<file path="src/rtl/axi_rd_arbiter.sv">
// Two-master AXI3 read-channel arbiter: round-robin AR grant with a per-master
// outstanding-burst limit, and R beats steered to the owning master by rid.
module axi_rd_arbiter #(
    parameter logic [3:0] M0_ID   = 4'd0,
    parameter logic [3:0] M1_ID   = 4'd1,
    parameter int         MAX_OUT = 2
) (
    input  logic        clk,
    input  logic        rstn,

    input  logic [3:0]  m0_arid,
    input  logic [31:0] m0_araddr,
    input  logic [3:0]  m0_arlen,
    input  logic [2:0]  m0_arsize,
    input  logic [1:0]  m0_arburst,
    input  logic        m0_arvalid,
    output logic        m0_arready,

    input  logic [3:0]  m1_arid,
    input  logic [31:0] m1_araddr,
    input  logic [3:0]  m1_arlen,
    input  logic [2:0]  m1_arsize,
    input  logic [1:0]  m1_arburst,
    input  logic        m1_arvalid,
    output logic        m1_arready,

    output logic [3:0]  s_arid,
    output logic [31:0] s_araddr,
    output logic [3:0]  s_arlen,
    output logic [2:0]  s_arsize,
    output logic [1:0]  s_arburst,
    output logic        s_arvalid,
    input  logic        s_arready,

    input  logic [3:0]  s_rid,
    input  logic        s_rlast,
    input  logic        s_rvalid,
    output logic        s_rready,

    output logic        m0_rvalid,
    output logic        m1_rvalid,
    input  logic        m0_rready,
    input  logic        m1_rready,

    output logic        err_rid
);

    typedef enum logic [1:0] {
        IDLE = 2'd0,
        GNT0 = 2'd1,
        GNT1 = 2'd2
    } state_t;

    localparam logic [1:0] MAX_CNT = 2'(MAX_OUT);

    state_t     state_reg, state_next;
    logic       last_grant_reg, last_grant_next;
    logic       err_rid_reg;

    logic [1:0] m_arvalid;
    logic [1:0] elig;
    logic [1:0] ar_inc;
    logic [1:0] rid_hit;
    logic [1:0] rd_done;
    logic       rid_known;

    assign m_arvalid = {m1_arvalid, m0_arvalid};

    // R steering; M0_ID takes priority should both ids ever be configured equal
    assign rid_hit[0] = (s_rid == M0_ID);
    assign rid_hit[1] = (s_rid == M1_ID) && !rid_hit[0];
    assign rid_known  = |rid_hit;

    assign m0_rvalid = s_rvalid && rid_hit[0];
    assign m1_rvalid = s_rvalid && rid_hit[1];
    assign s_rready  = rid_hit[0] ? m0_rready :
                       rid_hit[1] ? m1_rready : 1'b1;

    generate
        for (genvar gi = 0; gi < 2; gi++) begin : g_cnt
            logic [1:0] cnt_reg;

            assign rd_done[gi] = s_rvalid && s_rready && s_rlast && rid_hit[gi];
            assign elig[gi]    = m_arvalid[gi] && (cnt_reg < MAX_CNT);

            // Simultaneous inc/dec cancel; dec saturates at 0 so stale beats after reset are harmless
            always_ff @(posedge clk) begin
                if (!rstn) begin
                    cnt_reg <= 2'd0;
                end else if (ar_inc[gi] && !rd_done[gi]) begin
                    if (cnt_reg < MAX_CNT) begin
                        cnt_reg <= cnt_reg + 2'd1;
                    end
                end else if (rd_done[gi] && !ar_inc[gi] && (cnt_reg != 2'd0)) begin
                    cnt_reg <= cnt_reg - 2'd1;
                end
            end
        end
    endgenerate

    always_ff @(posedge clk) begin
        if (!rstn) begin
            state_reg      <= IDLE;
            last_grant_reg <= 1'b1;
            err_rid_reg    <= 1'b0;
        end else begin
            state_reg      <= state_next;
            last_grant_reg <= last_grant_next;
            if (s_rvalid && !rid_known) begin
                err_rid_reg <= 1'b1;
            end
        end
    end

    assign err_rid = err_rid_reg;

    always_comb begin
        state_next      = state_reg;
        last_grant_next = last_grant_reg;
        ar_inc          = 2'b00;
        s_arvalid       = 1'b0;
        m0_arready      = 1'b0;
        m1_arready      = 1'b0;
        s_arid          = 4'd0;
        s_araddr        = 32'd0;
        s_arlen         = 4'd0;
        s_arsize        = 3'd0;
        s_arburst       = 2'd0;

        case (state_reg)
            IDLE: begin
                if (elig[0] && elig[1]) begin
                    state_next = last_grant_reg ? GNT0 : GNT1;
                end else if (elig[0]) begin
                    state_next = GNT0;
                end else if (elig[1]) begin
                    state_next = GNT1;
                end
            end
            GNT0: begin
                s_arvalid  = 1'b1;
                s_arid     = m0_arid;
                s_araddr   = m0_araddr;
                s_arlen    = m0_arlen;
                s_arsize   = m0_arsize;
                s_arburst  = m0_arburst;
                m0_arready = s_arready;
                if (s_arready) begin
                    state_next      = IDLE;
                    last_grant_next = 1'b0;
                    ar_inc[0]       = 1'b1;
                end
            end
            GNT1: begin
                s_arvalid  = 1'b1;
                s_arid     = m1_arid;
                s_araddr   = m1_araddr;
                s_arlen    = m1_arlen;
                s_arsize   = m1_arsize;
                s_arburst  = m1_arburst;
                m1_arready = s_arready;
                if (s_arready) begin
                    state_next      = IDLE;
                    last_grant_next = 1'b1;
                    ar_inc[1]       = 1'b1;
                end
            end
            default: begin
                state_next = IDLE;
            end
        endcase
    end

endmodule

</file>
<file path="config.mk">
export PLATFORM = sky130hd
export DESIGN_NAME = axi_rd_arbiter
export DESIGN_NICKNAME = d
export VERILOG_FILES = /design/src/rtl/axi_rd_arbiter.sv
export SDC_FILE = /design/constraint.sdc
export NUM_CORES = 1
export LEC_CHECK = 0
export CAP_MARGIN = 20
export CORE_MARGIN = 5
export CORE_UTILIZATION = 26
export CTS_CLUSTER_SIZE = 24
export DETAILED_ROUTE_END_ITERATION = 16
export GPL_ROUTABILITY_DRIVEN = 1
export PLACE_DENSITY_LB_ADDON = 0.12
export SLEW_MARGIN = 20
export SYNTH_ARGS = -nofsm -noshare
export SYNTH_HDL_FRONTEND = slang
export SYNTH_SLANG_ARGS = --single-unit
export TNS_END_PERCENT = 1
</file>
<file path="constraint.sdc">
create_clock -name clk -period 1.7 [get_ports clk]
set_input_delay 0.17 -clock clk [delete_from_list [all_inputs] [get_ports clk]]
set_output_delay 0.17 -clock clk [all_outputs]
set_load 0.005 [all_outputs]
</file>
==> results of run 1 <==
logic make-up after synthesis:
logic type,after synthesis,share of synthesized area
AO/OA/AOI/OAI,56,0.343
buffers and inverters,22,0.0700
AND/OR/NAND/NOR,80,0.408
flip-flops,8,0.132
adder cells (fa/ha/maj),3,0.0309
multiplexers,2,0.0165
Yosys cell counts (all sizes together):
cell / n / area [sq um]
nor2b: 48 / 300
a22oi: 45 / 338
buf: 10 / 40.0
dfxtp: 8 / 160
nand2: 8 / 30.0
clkbuf: 6 / 22.5
inv: 6 / 22.5
nand3: 5 / 25.0
nor2: 4 / 15.0
ha: 3 / 37.5
o21ai: 3 / 15.0
a21oi: 2 / 10.0
and3: 2 / 12.5
mux2i: 2 / 20.0
nand2b: 2 / 20.0
nand4: 2 / 12.5
nand4b: 2 / 17.5
nor3b: 2 / 15.0
a211o: 1 / 8.76
a21o: 1 / 7.51
a32oi: 1 / 16.3
and2: 1 / 6.26
and4: 1 / 8.76
nand3b: 1 / 7.51
nor3: 1 / 16.3
nor4b: 1 / 8.76
o211ai: 1 / 7.51
o21a: 1 / 7.51
o22ai: 1 / 6.26
layout make-up:
cell class,instances,area share
clock buffers,3,0.0131
inverters,6,0.00870
multi-input cells,141,0.383
flip-flops and latches,8,0.0530
well taps,52,0.0206
repair buffers,168,0.521
cells in the final DEF (no fill, tap or decap), drive strengths merged, types with 2 or more instances in the layout:
cell type and count:
and3 2, dfxtp 8, ha 3, nand4 2
nand3 5, dlymetal6s2s 3, clkdlybuf4s15 6, inv 6
nand2 8, dlygate4sd2 23, mux2i 2, a22oi 45
nand4b 2, nand2b 2, nor2b 48, a21oi 2
nor3b 2, buf 14, nor2 4, clkbuf 21
clkdlybuf4s50 104, o21ai 3
stage by stage:
stage / setup WS [ns] / util / hold WS (ns) / TNS [ns]
floorplan: 0.218 / - / 0.342 / 0
global placement: -0.112 / 0.647 / 0.447 / -2.29
detailed placement: -0.125 / 0.647 / 0.459 / -3.66
CTS: -0.186 / 0.677 / 0.474 / -0.278
global route: -0.128 / 0.712 / 0.511 / -1.52
finish: -0.0937 / 0.712 / 0.464 / -0.780
how the worst max path moves through the flow:
stage	slack, ns	depth (start not counted)	to
4_1_cts	-0.19	6	m0_arready
6_report	-0.09	7	s_arsize[2]
3_5_place_dp	-0.13	5	s_araddr[6]
5_1_grt	-0.13	7	s_araddr[2]
2_1_floorplan	0.22	5	s_araddr[0]
3_3_place_gp	-0.11	5	s_araddr[6]
per-layer routing:
layer	up-vias	part of all wire	wire, microns	GRT usage
met5	-	0	0	0
li1	939	-	-	-
met1	871	0.40	2790	0.245
met2	79	0.52	3600	0.370
met3	5	0.076	526	0.0481
met4	0	0.0032	22	0.0157
timing repair:
item,in CTS,in global routing
gates cloned,3,0
setup buffers,0,2
pin swaps,1,5
endpoints found under the setup margin,48,50
resized for setup,66,86
endpoints found under the hold margin,0,0
power groups by stage:
| stage | clock (mW) | combinational [mW] | sequential (mW) |
|---|---|---|---|
| 2_1_floorplan | 0 | 0.423 | 0.215 |
| 3_3_place_gp | 0 | 0.987 | 0.216 |
| 3_5_place_dp | 0 | 0.994 | 0.216 |
| 4_1_cts | 0.229 | 1.08 | 0.221 |
| 5_1_grt | 0.241 | 1.26 | 0.225 |
| 6_report | 0.228 | 1.18 | 0.223 |
worst max-delay path, delay by kind of cell (launching register included):
kind / cells / cell delay (ns)
adder cells (fa/ha/maj): 1 / 0.17
buffers and inverters: 4 / 0.64
AO/OA/AOI/OAI: 1 / 0.17
AND/OR/NAND/NOR: 1 / 0.06
flip-flops: 1 / 0.36
==> results by group, run 1 <==
Outcome
  – Status: finished, violations left
  – Violated checks: negative setup slack

CTS
  – Clk_lat worst skew: 0.23 ns
  – CTS tree: done
  – Clock-pin slew on the worst setup and hold paths: about 0.04 ns
  – Clock sink count: 8
  – Root Buffer: clkbuf_8
  – CTS H-Tree Depth: 1
  – Cts bufs inserted: 3
  – CTS Hold Buffers Added: 0
  – Bufs on Longest Clock Path: 2

Setup path
  – Critical path endpoint category: output pin
  – CP max-delay cell: dfxtp_4
  – Worst R2R Path Depth: 7
  – Critical setup path kind: flip-flop to output pin
  – Worst Setup SP: state_reg[1]
  – Worst path max stage delay: 0.36 ns
  – Crit-path max FO: 20
  – Worst EP required: approximately 1.5 ns
  – FF-to-FF End: g_cnt[1].cnt_reg[0]
  – Crit path arrival time: 1.62 ns
  – Crit-path cells: inv_4 -> ha_4 -> buf_4 -> buf_16 -> a22oi_1 -> nor2b_1 -> dlygate4sd2_1
  – Worst reg2reg setup slack: around 0.19 ns
  – Reg-to-reg startpoint: state_reg[0]
  – CP Launch Type: flip-flop

Pwr
  – Worst VDD drop: 461 uV
  – Switching share of power: 0.341
  – PD cells: 515 mW/mm^2
  – Sequential Power Share: 0.137
  – Final Power: 1.63 mW
  – Clock Power Share: 0.140
  – Comb power frac: 0.723
  – Pleak: 1.24 nW
  – Int Pwr: 1.07 mW
  – Psw: approximately 0.56 mW

Drt
  – Violation count after the first detailed-routing iteration: 74
  – Vias: 1894
  – Residual DRC: 0
  – Routed len/inst: 18.4 microns
  – Final WL: between 6 and 7 mm
  – Post-route ant nets: 0
  – Drt first pass iters: 4
  – Number of vias per cell: ~5

Hold path
  – Min-delay worst type: flip-flop to flip-flop
  – HP Start: err_rid
  – Hold worst-path end: err_rid
  – Hold Crit Depth: 1

Finish
  – Sequential cell area: 168 sq um
  – Area of the multi-input gates: roughly 0.0012 sq mm
  – ANT cells: 0
  – Layout filler cell count: 358
  – Syn-to-layout area delta: 160%
  – Nets: 434
  – Post-route cell area: 0.00316 sq mm
  – Share of post-route cells with drive strength above 1: 0.273
  – Cell Count, Final, Fillers Out: 378
  – Max FFs per register: 4

Logic synthesis
  – Yosys warns: 0
  – Synth Area per Inst: 7.10 sq um
  – Post-Syn Instances: 171
  – Syn_nets: 277
  – Register area share after synthesis: 0.132
  – Unique masters post-synth: 33
  – Yosys reg bits: 8
  – Post-Syn Area: 0.00121 sq mm

Floorplanning
  – Std-Cell Rows: 24
  – Starting Density: 0.273
  – Die height: 78.4 microns
  – Core Area: 0.00444 sq mm
  – IO Pins: ~160
  – DIE AREA: 0.00614 sq mm
  – DIE WIDTH: 78.4 microns

STA
  – Worst-Margin Slew: 0.427 ns
  – Max-slew violations: 0
  – Max Clk Rate: around 560 MHz
  – Setup Skew: 0.00371 ns
  – Min Tclk post-route: 1.79 ns
  – Fin. Hold Viols: 0
  – Setup violators final: 11
  – Max_slew headroom: 0.714
  – Setup ws final: -0.0937 ns
  – RSZ-0062 raised after global routing: true
  – Final period util: 1.06

Place
  – Post-placement cell area: 0.00288 sq mm
  – Number of port buffers: 154
  – Post-placement cell count: 370
  – DP HPWL: about 5 mm
  – GP Congestion: 0.779

Global route
  – GRT overflow: 0
  – Initial antenna violation count: 0
  – All-Layer GR Usage: 0.200
  – Pin count of the biggest net entering global routing: 22
  – Vias in the first global route: 1797
  – Global-route wire length before repair: 10.0 mm

Run
  – Max_cap viols: 0
(Power assumes the default switching activity.)
==> run 2: changes to the inputs <==
TNS_END_PERCENT = default   (was 1)
==> results by group, run 2 (synthesized netlist as in run 1, its figures left out) <==
Finish
  – Syn-to-layout area delta: 168%
  – Commonest non-fill, non-tap cell in the layout: clkdlybuf4s50_1
  – Layout filler cell count: between 300 and 400
  – Most frequent cells in the layout: clkdlybuf4s50_1 (104), nor2b_1 (43), a22oi_2 (40)
  – ANT cells: 0
  – Max FFs per register: 4
  – Area of the multi-input gates: 0.00122 sq mm
  – Sequential cell area: 165 sq um
  – Share of post-route cells with drive strength above 1: 0.309
  – Post-layout util: 0.734
  – Cell Count, Final, Fillers Out: 382
  – Nets: 438

Global route
  – GR peak layer: met2
  – Met1 usage: 0.262
  – Met3 Track Usage GR: 0.0435
  – GRT overflow: 0
  – GRT met2 Usage: 0.382
  – Global-route wire length before repair: between 10 and 15 mm
  – Initial antenna violation count: 0
  – Pin count of the biggest net entering global routing: 22
  – Vias in the first global route: 1882
  – All-Layer GR Usage: 0.210

Place
  – Number of port buffers: 154
  – GP Congestion: 0.779
  – Pre-CTS setup slack: -0.125 ns
  – DP HPWL: ~5 mm
  – Post-placement cell count: 370

Floorplanning
  – Die height: between 70 and 80 microns
  – Starting Density: 0.273
  – Std-Cell Rows: 24
  – DIE AREA: 0.00614 sq mm
  – IO Pins: 155
  – Core Area: 0.00444 sq mm
  – DIE WIDTH: 78.4 microns

Drt
  – Post-route ant nets: 0
  – Drt first pass iters: 4
  – Vias: 1930
  – Routed len/inst: ~18 microns
  – Number of vias per cell: ~5
  – Residual DRC: 0
  – Violation count after the first detailed-routing iteration: 60
  – Final WL: 6.88 mm

CTS
  – Bufs on Longest Clock Path: 2
  – Root Buffer: clkbuf_8
  – CTS H-Tree Depth: 1
  – Clock sink count: 8
  – CTS Hold Buffers Added: 0
  – Clock-pin slew on the worst setup and hold paths: 0.04 ns
  – CTS tree: done
  – Cts bufs inserted: 3
  – Clk_lat worst skew: ~0.22 ns

STA
  – Setup Skew: about 0.0035 ns
  – Max-slew violations: 0
  – Max Clk Rate: 596 MHz
  – Setup ws final: 0.0229 ns
  – RSZ-0062 raised after global routing: true
  – Min Hold Slack: 0.464 ns
  – Fin. Hold Viols: 0
  – Max_slew headroom: 0.719
  – Setup violators final: 0
  – Worst-Margin Slew: 0.420 ns
  – Final period util: 0.987
  – Min Tclk post-route: about 1.7 ns

Setup path
  – Critical setup path kind: flip-flop to output pin
  – CP Launch Type: flip-flop
  – Worst EP required: 1.53 ns
  – Crit-path max FO: 13
  – Crit path arrival time: 1.51 ns
  – Critical path endpoint category: output pin

Pwr
  – PD cells: 518 mW/mm^2
  – Worst VDD drop: 459 uV
  – Pleak: 1.22 nW

Run
  – Max_cap viols: 0

Hold path
  – Min-delay worst type: flip-flop to flip-flop

Outcome
  – Status: completed
run 2: cell count changes in the layout (fill, tap and decap cells not counted), moves of 5 or more:
cell and change:
clkdlybuf4s15_1 +9, clkdlybuf4s15_2 +5, clkbuf_2 -6, buf_2 +7, dlygate4sd2_1 -15
run 2: per-layer routing:
layer  wire, microns  part of all wire
met2            3470              0.51
met5               0                 0
met4              63            0.0092
met3             501             0.073
met1            2840              0.41
run 2: repair_timing:
action	in CTS	in global routing
endpoints found under the hold margin	0	0
gates resized for setup	122	67
pin swaps	3	4
setup buffers	4	1
cloned	5	0
endpoints found under the setup margin	48	46
run 2: critical path, cell delays in order, from the launching register on:
cell	delay, ns
dfxtp_2	0.33
buf_6	0.11
ha_4	0.19
buf_12	0.16
a22oi_2	0.15
nor2b_1	0.06
dlygate4sd2_1	0.27
run 2: worst paths after layout:
path / start / to / slack (ns) / cells after the start
min reg2reg: err_rid / err_rid / 0.46 / 1
max: state_reg[1] / s_araddr[14] / 0.02 / 6
max reg2reg: state_reg[1] / g_cnt[0].cnt_reg[0] / 0.22 / 8
min: err_rid / err_rid / 0.46 / 1
run 2: cell type report:
cell class / instances / share of cell area
flip-flops and latches: 8 / 0.0507
multi-input cells: 141 / 0.375
clock buffers: 3 / 0.0127
repair buffers: 172 / 0.533
inverters: 6 / 0.00844
well taps: 52 / 0.0200
run 2: where the power goes:
group | switching, mW | leakage [nW] | total [mW] | internal (mW)
combinational | 0.478 | 1.13 | 1.24 | 0.766
clock | 0.0720 | 0.0216 | 0.225 | 0.153
sequential | 0.0155 | 0.0664 | 0.221 | 0.205
run 2: metrics by stage:
step	power, mW	setup TNS (ns)	instance area, sq um
floorplan	0.637	0	1210
global placement	1.20	-2.29	2880
detailed placement	1.21	-3.66	2880
CTS	1.65	-0.573	3190
global route	1.79	-0.116	3260
finish	1.69	0	3260
